==> config.mk <==
export PLATFORM = sky130hd
export DESIGN_NAME = tdm_demux8
export DESIGN_NICKNAME = d
export VERILOG_FILES = /design/src/rtl/tdm_pkg.sv /design/src/rtl/slot_decoder.sv /design/src/rtl/tdm_demux8.sv
export SDC_FILE = /design/constraint.sdc
export NUM_CORES = 1
export LEC_CHECK = 0
export ABC_CLOCK_PERIOD_IN_PS = 1500
export BUFFER_PORTS_ARGS = -buffer_cell sky130_fd_sc_hd__buf_2
export CAP_MARGIN = 10
export CORE_ASPECT_RATIO = 0.8
export CORE_UTILIZATION = 48
export DETAILED_ROUTE_END_ITERATION = 10
export PLACE_DENSITY = 0.73
export SYNTH_ARGS = -nofsm -noshare
export SYNTH_HDL_FRONTEND = slang
export SYNTH_SLANG_ARGS = --single-unit
export TNS_END_PERCENT = 50
==> constraint.sdc <==
create_clock -name clk -period 1.5 [get_ports clk]
set_input_delay 0.15 -clock clk [delete_from_list [all_inputs] [get_ports clk]]
set_output_delay 0.15 -clock clk [all_outputs]
set_load 0.1 [all_outputs]
==> src/rtl/tdm_pkg.sv <==
// Shared constants and types for the 8-lane TDM receive path.
package tdm_pkg;

    localparam int NUM_SLOTS = 8;
    localparam int SLOT_W    = 3;

    // Two-state receive FSM: waiting for the first sync, then collecting beats.
    typedef enum logic {
        S_IDLE = 1'b0,
        S_RUN  = 1'b1
    } tdm_state_t;

    localparam logic [SLOT_W-1:0] LAST_SLOT = SLOT_W'(NUM_SLOTS - 1);

    // Slot counter advance; the width wraps 7 -> 0 naturally.
    function automatic logic [SLOT_W-1:0] next_slot(input logic [SLOT_W-1:0] s);
        return s + 1'b1;
    endfunction

endpackage

==> src/rtl/slot_decoder.sv <==
// 3-to-8 one-hot decoder: turns the target slot index and the accepted-beat
// qualifier into per-lane write strobes for the shadow register bank.
module slot_decoder
    import tdm_pkg::*;
(
    input  logic [SLOT_W-1:0]    i_sel,
    input  logic                 i_en,
    output logic [NUM_SLOTS-1:0] o_strobe
);

    // At most one strobe is high, and only when a beat is being accepted.
    always_comb begin
        o_strobe = '0;
        if (i_en) begin
            o_strobe[i_sel] = 1'b1;
        end
    end

endmodule

==> src/rtl/tdm_demux8.sv <==
// Sequential 1-to-8 TDM demultiplexer. One lane word is accepted per valid
// beat and steered into the shadow lane addressed by the slot counter; when
// the slot-7 beat arrives the full frame is copied to Y and frame_valid pulses.
//
// Handshake: there is no back-pressure. A beat is taken on a rising edge when
// EN && din_valid && (state is RUN || sync); otherwise din is ignored.
// frame_valid and sync_err are single-cycle pulses seen after the edge that
// caused them. busy is the FSM state (high in RUN) and doubles as its debug view.
module tdm_demux8
    import tdm_pkg::*;
#(
    parameter int WIDTH = 1
)(
    input  logic                       clk,
    input  logic                       rst_n,
    input  logic                       EN,
    input  logic [WIDTH-1:0]           din,
    input  logic                       din_valid,
    input  logic                       sync,
    output logic [NUM_SLOTS*WIDTH-1:0] Y,
    output logic                       frame_valid,
    output logic [SLOT_W-1:0]          slot,
    output logic                       busy,
    output logic                       sync_err
);

    tdm_state_t                 r_state;
    logic [SLOT_W-1:0]          r_slot;
    logic                       r_busy;
    logic                       r_frame_valid;
    logic                       r_sync_err;
    logic [NUM_SLOTS*WIDTH-1:0] r_shadow;
    logic [NUM_SLOTS*WIDTH-1:0] r_y;

    logic                       w_accept;
    logic                       w_resync;
    logic                       w_complete;
    logic [SLOT_W-1:0]          w_wr_slot;
    logic [NUM_SLOTS-1:0]       w_strobe;

    // Beat qualification. A sync beat always targets lane 0; a sync that lands
    // mid-frame aborts the partial frame. A frame completes only on a plain
    // (non-sync) beat in slot 7, so an aborting sync can never complete one.
    always_comb begin
        w_accept   = EN && din_valid && ((r_state == S_RUN) || sync);
        w_resync   = w_accept && sync && (r_state == S_RUN) && (r_slot != '0);
        w_complete = w_accept && !sync && (r_state == S_RUN) && (r_slot == LAST_SLOT);
        w_wr_slot  = sync ? '0 : r_slot;
    end

    slot_decoder u_slot_decoder (
        .i_sel    (w_wr_slot),
        .i_en     (w_accept),
        .o_strobe (w_strobe)
    );

    // FSM, slot counter and the one-cycle pulse flags. Pulses default low every
    // cycle, which also forces them to 0 while EN is low.
    always_ff @(posedge clk or negedge rst_n) begin
        if (!rst_n) begin
            r_state       <= S_IDLE;
            r_slot        <= '0;
            r_busy        <= 1'b0;
            r_frame_valid <= 1'b0;
            r_sync_err    <= 1'b0;
        end else begin
            r_frame_valid <= 1'b0;
            r_sync_err    <= 1'b0;
            if (w_accept) begin
                case (r_state)
                    S_IDLE: begin
                        // Only a sync beat is accepted here; it fills lane 0.
                        r_state <= S_RUN;
                        r_busy  <= 1'b1;
                        r_slot  <= SLOT_W'(1);
                    end
                    S_RUN: begin
                        if (sync) begin
                            r_slot     <= SLOT_W'(1);
                            r_sync_err <= w_resync;
                        end else begin
                            r_slot        <= next_slot(r_slot);
                            r_frame_valid <= w_complete;
                        end
                    end
                    default: begin
                        r_state <= S_IDLE;
                        r_busy  <= 1'b0;
                        r_slot  <= '0;
                    end
                endcase
            end
        end
    end

    // Shadow lane bank and output frame register. A mid-frame sync clears the
    // shadow so no stale lanes from the aborted frame survive.
    always_ff @(posedge clk or negedge rst_n) begin
        if (!rst_n) begin
            r_shadow <= '0;
            r_y      <= '0;
        end else begin
            if (w_resync) begin
                r_shadow            <= '0;
                r_shadow[0 +: WIDTH] <= din;
            end else begin
                for (int k = 0; k < NUM_SLOTS; k++) begin
                    if (w_strobe[k]) begin
                        r_shadow[k*WIDTH +: WIDTH] <= din;
                    end
                end
            end
            if (w_complete) begin
                r_y <= {din, r_shadow[(NUM_SLOTS-1)*WIDTH-1:0]};
            end
        end
    end

    assign Y           = r_y;
    assign frame_valid = r_frame_valid;
    assign slot        = r_slot;
    assign busy        = r_busy;
    assign sync_err    = r_sync_err;

endmodule

# == Word-level counts from Yosys, hierarchy flattened ==
# Index checks and enable logic that the tools add are counted.
# W data, S select, Z words.
# word_totals
input_bits,6
reg_bits,22
elab_cells,58
# op_classes
n_lt_le_gt_ge,2
n_reduce_logical,20
n_addsub,1
bitwise,1
n_eq_ne,1
n_mux,20
# op_table
cell,count
$mux W1,14
$mux W7,2
$reduce_bool A2 Y1,7
$logic_and A1 B1 Y1,9
$mux W3,2
$pmux W3 S2,1
$lt A3 B4 Y1 const B,1
$add A3 B1 Y3 const B,1
$demux W1 S3,1
$eq A3 B3 Y1 const B,1
$ge A3 B1 Y1 const B,1
$reduce_bool A3 Y1,1
$reduce_and A2 Y1,1
$logic_not A1 Y1,1
$logic_or A1 B1 Y1,1
$not A1 Y1,1

# == Longest topological paths before layout ==
# Gate-level depths: netlist of the first run.
# logic_depth
ltp_word,8
mapped_depth,5
mapped_depth_nobuf,5

# == By module ==
# A second synthesis of the first run with hierarchy kept.
# unflattened
hier_cells,79
area_unflattened_um2,1051.0
# modules_own_cells
mod,area_each_um2,seq_area_each_um2,cells_each,n_inst
tdm_demux8,954.7,550.5,71,1
slot_decoder,96.3,0.0,8,1

# == Least setup slack after synthesis of the first run ==
# Ideal clock, no wire load.
# synth_timing
path_kind,register to register
startpoint,register r_slot[0] (netlist: slot[0])
endpoint,register r_shadow[1]
arrival_ns,1.871
required_time_ns,1.359
setup_time_ns,0.141
n_path_buf,0
slack_ns,-0.512
stages_incl_launch_ff,5
synth_period_minus_slack_ns,2.012
path_cell_list,dfrtp_1 inv_1 ha_1 a21oi_1 a21oi_1
# synth_between
elab_chain_len,7
elab_cells_between_ends,11
# synth_lines
element,line_no,text
"start, declared",tdm_demux8.sv:28,logic [SLOT_W-1:0] r_slot;
"start signal, assigned",tdm_demux8.sv:82,r_slot <= next_slot(r_slot);
$mux W3,tdm_demux8.sv:48,w_wr_slot = sync ? '0 : r_slot;
$lt A3 B4 Y1 (implied by the code) / $ge A3 B1 Y1 (equally long branches),slot_decoder.sv:15,o_strobe[i_sel] = 1'b1;
$logic_and A1 B1 Y1 (implied by the code),slot_decoder.sv:15,
$mux W1 (implied by the code),slot_decoder.sv:15,
$demux W1 S3,n/a,
$mux W7,slot_decoder.sv:14,if (i_en) begin
$reduce_bool A2 Y1 (no line),n/a,
"end signal, assigned by index",tdm_demux8.sv:105,r_shadow[0 +: WIDTH] <= din;
"end signal, assigned by index",tdm_demux8.sv:109,r_shadow[k*WIDTH +: WIDTH] <= din;
"end, declared",tdm_demux8.sv:32,logic [NUM_SLOTS*WIDTH-1:0] r_shadow;
# Parallel ways exist; a longest one is shown, timed or not.
# A chain may end at the register's enable or synchronous reset.

# == Worst setup path in the final report of the first run ==
# layout_timing
startpoint,register r_slot[0] (netlist: slot[0])
endpoint,register r_y[0] (netlist: Y[0])
# layout_between
elab_chain_len,2
# layout_lines
element,line_no,text
$eq A3 B3 Y1,tdm_demux8.sv:47,w_complete = w_accept && !sync && (r_state == S_RUN) && (r_slot == LAST_SLOT);
$logic_and A1 B1 Y1,tdm_demux8.sv:47,
"end signal, assigned",tdm_demux8.sv:114,"r_y <= {din, r_shadow[(NUM_SLOTS-1)*WIDTH-1:0]};"
"end, declared",tdm_demux8.sv:33,logic [NUM_SLOTS*WIDTH-1:0] r_y;
# No other way between the ends.

==> results.py, run 1 <==
metrics = {
    "clock_network": {
        "clockRootBuffer": "clkbuf_4",
        "clock-sinks": 22,
        "cts_tree": "built",
        "cts_buffer_depth": 2,
        "clk_latency_ps": 320,
        "h-tree-depth": 1,
        "cts-buffers-inserted": 3,
        "cts_setup_buffers": 0,
        "clk_pin_slew_ps": 130,
    },
    "power": {
        "power_density_mw_per_mm2": 1370,
        "irDropWorstVdd_uv": 1160,
        "total_leakage_power_nw": 0.640,
    },
    "global_routing": {
        "antenna_found_initial": 0,
        "overflow": 0,
        "first_global_vias": 742,
        "grt_max_degree": 23,
        "grt.total_usage_pct": 22.2,
        "grt_pass1_wl_mm": 3.63,
    },
    "synthesis": {
        "yosysWarnings": 0,
        "syn_nets": 98,
        "yosysSeqAreaShare_pct": 52.6,
        "synth_area_sq_mm": 0.00105,
        "yosys.cell_types.count": 25,
        "ys_seq_elements": 22,
        "netlist_instances": 89,
        "avgSynthCellArea_sq_um": 11.8,
    },
    "floorplan": {
        "start_util_pct": 53.3,
        "pin_count": 20,
        "die_w_um": 54.2,
        "rows": 14,
        "die_area_sq_mm": 0.00237,
        "core_sq_mm": 0.00196,
        "fp.dieH_um": 43.8,
    },
    "route": {
        "drc": 0,
        "drt_wl_total_mm": 2.24,
        "num_vias": 810,
        "drt_iter0_drc": 28,
        "routedWlPerCell_um": 16.6,
        "post_drt_via_cell_ratio": 6.00,
        "drt_pass1_iterations": 4,
        "ant_nets": 0,
    },
    "setup_path": {
        "arrival_ps": 1660,
        "start_kind": "flop",
        "critical_path_class": "reg2reg",
        "required_ps": 1720,
        "ff2ff_path_depth": 4,
        "worst_r2r_endpoint": "Y[0]",
        "crit_end": "Y[0]",
        "critical_path.endpoint_type": "flop",
        "critPathMaxFanout": 9,
        "cp-startpoint": "slot[0]",
        "reg2reg_from": "slot[0]",
        "rrSetupSlack_ps": 60,
    },
    "sta": {
        "worst_slack_ps": 57.3,
        "fin_skew_ps": 4.64,
        "hold_viol_final": 0,
        "fin_crit_sh_pct": 96.2,
        "min_period_ps": 1440,
        "rsz0062_at_grt": "false",
        "slew-limit-headroom_pct": 67.6,
        "final.setup.tns_ps": 0,
        "max_slew.worst_pin.slew_ps": 486,
        "setup_viol": 0,
        "clock.fmax_mhz": 693,
        "drv_slew": 0,
    },
    "placed_design": {
        "hpwl_mm": 1.55,
        "pre_cts_slack_ps": 20.4,
        "gp_congestion": 0.839,
        "port_buffers": 19,
        "post-place-cells": 130,
    },
    "cells_and_area": {
        "num-fill-cells": 147,
        "fin_cells": 135,
        "antenna_cells": 0,
        "final_nets": 121,
        "layout-drive-gt1-share_pct": 40.5,
        "area_delta_synth_final_pct": 25.0,
        "fin_util_pct": 66.6,
    },
    "status": {
        "outcome": "finished, final reports clean",
    },
    "worst_hold_path": {
        "holdPathStages": 3,
        "hold_path.class": "in2reg",
    },
    "job": {
        "maxCapViolCount": 0,
    },
}
worst max-delay path: stages (launching register included):
cell and delay (ps):
dfrtp_4 560, ha_4 180, ha_4 170, nand2_8 120, mux2_4 310
layer usage:
layer	GRT usage, %	wire [um]	vias to the layer above
met2	33.7	1030	41
li1	-	-	372
met5	0	0	-
met4	4.62	23	0
met3	7.37	131	6
met1	31.0	1060	391
sequential cells by signal (all words and copies together) (netlist names):
name	cells
frame_valid	1
sync_err	1
r_shadow	7
slot	3
Y	8
r_state	1
busy	1
what timing repair did:
action,4_1_cts,5_1_grt
gates resized for setup,0,2
hold buffers,1,0
setup endpoints to repair,0,14
hold endpoints to repair,22,0
how the worst min path moves through the flow:
stage,start,end,slack (ps)
final,din,r_shadow[4],160
after global routing,din,r_shadow[4],150
after CTS,din,r_shadow[4],150
after detailed placement,rst_n,Y[4],140
after global placement,rst_n,frame_valid,130
after floorplan,rst_n,Y[0],-150
cells in the final DEF (no fill, tap or decap), drive strengths merged:
cell type,n
nand4b,1
nand2b,2
dlygate4sd3,1
o21bai,2
o22a,1
nand2,6
nand4,4
or4,3
clkbuf,4
a21oi,7
o211ai,1
inv,5
buf,21
dfrtp,22
ha,3
o41ai,5
o21ai,2
bufinv,1
nor2b,2
nor2,4
and4b,1
o22ai,1
or2b,1
o2111ai,1
o31ai,1
mux2,9
layout make-up:
cell class              instances  area, sq um  area share [%]
flip-flops and latches         22          563            43.1
repair buffers                 23          130            9.95
clock buffers                   3         22.5            1.72
inverters                       5         18.8            1.44
multi-input cells              57          513            39.2
well taps                      24         30.0            2.30
clock inverters                 1         30.0            2.30
where the power goes:
| part | switching (W) | leakage (nW) | internal [W] |
|---|---|---|---|
| combinational | 0.000427 | 0.326 | 0.000142 |
| sequential | 0.0000821 | 0.287 | 0.000672 |
| clock | 0.000193 | 0.0279 | 0.000270 |
cell usage after synthesis:
| library cell | number | share of area (%) |
|---|---|---|
| o22ai_1 | 1 | 0.60 |
| or4_1 | 3 | 2.2 |
| mux2_2 | 9 | 9.7 |
| o41ai_1 | 5 | 4.2 |
| or2b_1 | 1 | 0.72 |
| dfrtp_1 | 22 | 53 |
| buf_2 | 4 | 1.9 |
| nand4_1 | 4 | 2.4 |
| nand2_4 | 1 | 1.1 |
| nand4b_4 | 1 | 2.3 |
| nand2_1 | 5 | 1.8 |
| o2111ai_1 | 1 | 0.84 |
| o21bai_1 | 2 | 1.4 |
| o21ai_0 | 2 | 0.96 |
| o31ai_1 | 1 | 0.72 |
| o22a_1 | 1 | 0.84 |
| ha_1 | 3 | 3.6 |
| nor2_1 | 4 | 1.4 |
| nand2b_1 | 2 | 1.2 |
| nor2b_1 | 2 | 1.2 |
| inv_1 | 5 | 1.8 |
| a21oi_1 | 7 | 3.3 |
| buf_6 | 1 | 1.1 |
| and4b_1 | 1 | 0.96 |
| o211ai_2 | 1 | 1.2 |
stage by stage:
stage / hold WS, ps / area [sq um] / power, W
6_report: 158 / 1310 / 0.00179
5_1_grt: 153 / 1310 / 0.00186
4_1_cts: 146 / 1300 / 0.00179
3_5_place_dp: 137 / 1240 / 0.00132
3_3_place_gp: 130 / 1240 / 0.00131
2_1_floorplan: -146 / 1140 / 0.00122
logic make-up (layout without fill, tap and decap cells):
family	Yosys count	count (layout)	share of synthesized area, %
fa+ha+maj	3	3	3.59
buf+inv	10	32	4.78
mux	9	9	9.69
simple gates	24	24	15.2
compound gates	21	21	14.1
flops	22	22	52.6
Power figures use the tool's default switching activity.
==> run 2, diff against run 1 <==
--- a/config.mk
+++ b/config.mk
@@ -8,7 +8,7 @@
 export ABC_CLOCK_PERIOD_IN_PS = 1500
 export BUFFER_PORTS_ARGS = -buffer_cell sky130_fd_sc_hd__buf_2
 export CAP_MARGIN = 10
-export CORE_ASPECT_RATIO = 0.8
+export CORE_ASPECT_RATIO = 0.6
 export CORE_UTILIZATION = 48
 export DETAILED_ROUTE_END_ITERATION = 10
 export PLACE_DENSITY = 0.73
==> results.py, run 2 (same netlist as run 1, synthesis figures left out) <==
metrics = {
    "route": {
        "drt_wl_total_mm": 2.17,
        "drt_iter0_drc": 52,
        "drt_pass1_iterations": 4,
        "routedWlPerCell_um": 15.5,
        "ant_nets": 0,
        "num_vias": 811,
        "drc": 0,
        "post_drt_via_cell_ratio": 5.79,
    },
    "global_routing": {
        "first_global_vias": 730,
        "grt_max_degree": 23,
        "antenna_found_initial": 0,
        "grt_pass1_wl_mm": 3.51,
        "grt.total_usage_pct": 21.2,
        "overflow": 0,
    },
    "power": {
        "clockPowerShare_pct": 25.5,
        "irDropWorstVdd_uv": 1030,
        "total_power_w": 0.00177,
        "power_density_mw_per_mm2": 1340,
        "cellInternalPower_w": 0.00108,
        "p_sw_share_pct": 38.7,
        "switchingPower_w": 0.000684,
        "pwr-share-comb_pct": 31.3,
        "total_leakage_power_nw": 0.644,
        "seqPwrFrac_pct": 43.1,
    },
    "clock_network": {
        "h-tree-depth": 1,
        "clock-sinks": 22,
        "cts-buffers-inserted": 3,
        "cts_buffer_depth": 2,
        "clk_latency_ps": 310,
        "cts_setup_buffers": 0,
        "clockRootBuffer": "clkbuf_4",
        "cts_tree": "built",
        "clk_pin_slew_ps": 130,
    },
    "sta": {
        "fin_crit_sh_pct": 97.9,
        "setup_viol": 0,
        "final.setup.tns_ps": 0,
        "rsz0062_at_grt": "false",
        "drv_slew": 0,
        "hold_viol_final": 0,
        "clock.fmax_mhz": 681,
        "fin_skew_ps": 10.7,
        "min_period_ps": 1470,
        "max_slew.worst_pin.slew_ps": 480,
        "slew-limit-headroom_pct": 68.0,
    },
    "floorplan": {
        "start_util_pct": 53.6,
        "rows": 12,
        "die_area_sq_mm": 0.00238,
        "fp.dieH_um": 38.2,
        "pin_count": 20,
        "core_sq_mm": 0.00195,
        "die_w_um": 62.3,
    },
    "setup_path": {
        "arrival_ps": 1670,
        "critical_path.cell_chain": "ha_4 > ha_4 > nand2_8 > mux2_4",
        "reg2reg_from": "slot[1]",
        "worst_r2r_endpoint": "Y[7]",
        "crit_top_cell": "ha_4",
        "ff2ff_path_depth": 4,
        "slowest_delay_ps": 560,
        "crit_end": "Y[7]",
        "cp-startpoint": "slot[1]",
        "rrSetupSlack_ps": 30,
        "critical_path_class": "reg2reg",
        "required_ps": 1700,
        "cp_slowest_cell": "dfrtp_4",
        "critical_path.endpoint_type": "flop",
        "critPathMaxFanout": 11,
        "start_kind": "flop",
    },
    "placed_design": {
        "gp_congestion": 0.818,
        "dpl_cell_area_sq_mm": 0.00125,
        "port_buffers": 19,
        "hpwl_mm": 1.54,
        "post-place-cells": 135,
    },
    "cells_and_area": {
        "final_cell_mix": "dfrtp_1 (19), buf_2 (18), mux2_4 (8), a21oi_1 (6)",
        "largest_reg_flops": 8,
        "layout-drive-gt1-share_pct": 41.1,
        "final_common_cell": "dfrtp_1",
        "antenna_cells": 0,
        "fin_cells": 140,
        "fin_util_pct": 67.6,
        "area_delta_synth_final_pct": 26.2,
        "stdcell_area_sq_mm": 0.00132,
        "final_nets": 122,
        "num-fill-cells": 151,
    },
    "status": {
        "outcome": "finished, final reports clean",
    },
    "worst_hold_path": {
        "hold_path.class": "in2reg",
        "holdPathStages": 3,
    },
    "job": {
        "maxCapViolCount": 0,
    },
}
[run 2: cell type report]
cell class              count  area, sq um  area share (%)
flip-flops and latches     22          562            42.6
multi-input cells          57          514            39.0
repair buffers             24          138            10.4
well taps                  28         35.0            2.65
clock inverters             1         30.0            2.27
clock buffers               3         22.5            1.71
inverters                   5         18.8            1.42
[run 2: repair_timing]
action | CTS | global route
endpoints found under the hold margin | 22 | 0
gates resized for setup | 1 | 2
hold buffers | 1 | 0
setup endpoints to repair | 1 | 3
[run 2: critical path, delay by kind of cell (launching register included)]
kind                     cells  cell delay, ps
AND/OR/NAND/NOR              1             120
adder cells (fa/ha/maj)      2             360
flip-flops                   1             560
multiplexers                 1             310
[run 2: worst min-delay path by stage]
stage	to	slack, ps	from
2_1_floorplan	Y[0]	-150	rst_n
3_3_place_gp	frame_valid	140	rst_n
3_5_place_dp	Y[5]	140	rst_n
4_1_cts	r_shadow[1]	150	din
5_1_grt	r_shadow[4]	150	din
6_report	r_shadow[4]	170	din
[run 2: power by group through the flow]
stage               logic, W  clock network, W  registers, W
global route        0.000586          0.000493      0.000770
floorplan           0.000212                 0       0.00100
global placement    0.000536                 0      0.000771
CTS                 0.000552          0.000464      0.000759
detailed placement  0.000548                 0      0.000770
finish              0.000554          0.000451      0.000762
[run 2: stage by stage]
step	hold slack, ps	setup WS (ps)
5_1_grt	151	1.05
2_1_floorplan	-146	-36.3
3_5_place_dp	140	-32.1
4_1_cts	155	31.4
6_report	166	31.8
3_3_place_gp	137	73.0
[run 2: metal layers]
metal	GRT usage, %	part of all wire (%)	up-vias
met5	0	0	-
met2	30.8	41	35
met4	5.81	0.78	0
met1	29.8	51	392
met3	7.74	7.1	2
li1	-	-	382
==> run 3, diff against run 2 <==
--- a/config.mk
+++ b/config.mk
@@ -5,13 +5,12 @@
 export SDC_FILE = /design/constraint.sdc
 export NUM_CORES = 1
 export LEC_CHECK = 0
-export ABC_CLOCK_PERIOD_IN_PS = 1500
+export ABC_CLOCK_PERIOD_IN_PS = 1800
 export BUFFER_PORTS_ARGS = -buffer_cell sky130_fd_sc_hd__buf_2
 export CAP_MARGIN = 10
-export CORE_ASPECT_RATIO = 0.6
-export CORE_UTILIZATION = 48
+export CORE_UTILIZATION = 57
 export DETAILED_ROUTE_END_ITERATION = 10
-export PLACE_DENSITY = 0.73
+export PLACE_DENSITY = 0.82
 export SYNTH_ARGS = -nofsm -noshare
 export SYNTH_HDL_FRONTEND = slang
 export SYNTH_SLANG_ARGS = --single-unit
==> constraint.sdc (replaced) <==
create_clock -name clk -period 1.8 [get_ports clk]
set_input_delay 0.36 -clock clk [delete_from_list [all_inputs] [get_ports clk]]
set_output_delay 0.36 -clock clk [all_outputs]
set_load 0.1 [all_outputs]
==> results.py, run 3 (same netlist as run 1, synthesis figures left out) <==
metrics = {
    "status": {
        "outcome": "finished, final reports clean",
    },
    "sta": {
        "min_period_ps": 1640,
        "drv_slew": 0,
        "final.setup.tns_ps": 0,
        "setup_viol": 0,
        "clock.fmax_mhz": 609,
        "worst_slack_ps": 159,
        "rsz0062_at_grt": "false",
        "slew-limit-headroom_pct": 67.8,
        "timing.hold.ws_ps": 374,
        "fin_skew_ps": 3.12,
        "hold_viol_final": 0,
        "fin_crit_sh_pct": 91.2,
        "max_slew.worst_pin.slew_ps": 486,
    },
    "global_routing": {
        "grt.total_usage_pct": 19.5,
        "antenna_found_initial": 0,
        "grt_pass1_wl_mm": 2.79,
        "overflow": 0,
        "grt_max_degree": 23,
        "first_global_vias": 628,
    },
    "setup_path": {
        "cp_top_family": "flip-flops",
        "crit_buf_inv": 1,
        "arrival_ps": 1280,
        "cp_slowest_cell": "dfrtp_2",
        "critical_path_class": "reg2out",
        "critPathMaxFanout": 13,
        "critical_path.endpoint_type": "output pin",
        "start_kind": "flop",
        "critical_path.cell_chain": "buf_2",
        "required_ps": 1440,
        "slowest_delay_ps": 510,
    },
    "route": {
        "post_drt_via_cell_ratio": 5.69,
        "ant_nets": 0,
        "num_vias": 762,
        "drt_pass1_iterations": 4,
        "drc": 0,
        "drt_wl_total_mm": 1.76,
        "drt_iter0_drc": 24,
        "routedWlPerCell_um": 13.2,
    },
    "clock_network": {
        "cts_buffer_depth": 2,
        "h-tree-depth": 1,
        "cts-buffers-inserted": 3,
        "clockRootBuffer": "clkbuf_4",
        "cts_tree": "built",
        "clock-sinks": 22,
        "clk_pin_slew_ps": 110,
        "cts_resized": 0,
        "clk_latency_ps": 300,
    },
    "floorplan": {
        "start_util_pct": 60.6,
        "core_sq_mm": 0.00173,
        "fp.dieH_um": 44.8,
        "pin_count": 20,
        "die_area_sq_mm": 0.00201,
        "rows": 15,
        "die_w_um": 44.8,
    },
    "power": {
        "irDropWorstVdd_uv": 715,
        "power_density_mw_per_mm2": 1090,
        "total_leakage_power_nw": 0.614,
    },
    "job": {
        "maxCapViolCount": 0,
    },
    "placed_design": {
        "dpl_cell_area_sq_mm": 0.00115,
        "port_buffers": 19,
        "gp_congestion": 0.867,
        "hpwl_mm": 1.28,
        "pre_cts_slack_ps": 318,
    },
    "cells_and_area": {
        "area_delta_synth_final_pct": 14.6,
        "stdcell_area_sq_mm": 0.00120,
        "final_cell_mix": "dfrtp_1 (19), buf_2 (19), mux2_2 (9), a21oi_1 (7)",
        "antenna_cells": 0,
        "largest_reg_flops": 8,
        "final_nets": 119,
        "layout-drive-gt1-share_pct": 35.8,
    },
    "worst_hold_path": {
        "hold_path.class": "in2reg",
    },
}
==> run 3: cell count changes in the layout (fill, tap and decap cells not counted), moves of 2 or more <==
cell / change
dfrtp_4: -3
mux2_2: +8
ha_4: -2
ha_1: +2
dfrtp_2: +3
mux2_4: -8
buf_4: -3
==> run 3: worst register-to-register path: stages (launching register included) <==
cell,delay [ps]
dfrtp_2,500
ha_1,210
ha_1,210
nand2_4,130
mux2_2,350
==> run 3: report_power, final <==
| group | switching (W) | internal [W] | total, W |
|---|---|---|---|
| Sequential | 0.0000621 | 0.000553 | 0.000615 |
| Combinational | 0.000331 | 0.0000933 | 0.000424 |
| Clock | 0.000140 | 0.000124 | 0.000263 |
==> run 3: path summary, 6_finish.rpt <==
path	start	end	slack (ps)	depth (start not counted)
max in group asynchronous	rst_n	slot[1]	930	2
min in group asynchronous	rst_n	Y[4]	530	2
max reg2reg	slot[1]	Y[3]	300	4
min reg2reg	busy	busy	490	1
max	slot[2]	slot[2]	160	1
min	din	r_shadow[4]	370	3
==> run 3: routing by layer <==
metal  part of all wire (%)  GRT usage [%]  up-vias
met5                      0              0        -
met2                     47           30.3       25
met4                    2.5           10.9        0
li1                       -              -      373
met1                     46           26.6      360
met3                    4.1           2.40        4
==> run 3: final cells by class <==
class	count	area (sq um)
Clock buffer	4	36.3
Multi-Input combinational cell	57	445
Timing Repair Buffer	21	113
Tap cell	25	31.3
Inverter	5	18.8
Fill cell	143	528
Sequential cell	22	554
==> run 3: repair_timing <==
item / CTS / global route
hold buffers: 1 / 0
hold endpoints to repair: 14 / 0
buffers inserted: 0 / 0
==> run 3: stage by stage <==
step / utilization, % / power [W] / instances
6_report: 69.4 / 0.00130 / 134
4_1_cts: 69.4 / 0.00132 / 134
3_3_place_gp: 66.7 / 0.00104 / 129
2_1_floorplan: - / 0.000965 / 89
3_5_place_dp: 66.7 / 0.00105 / 129
5_1_grt: 69.4 / 0.00136 / 134
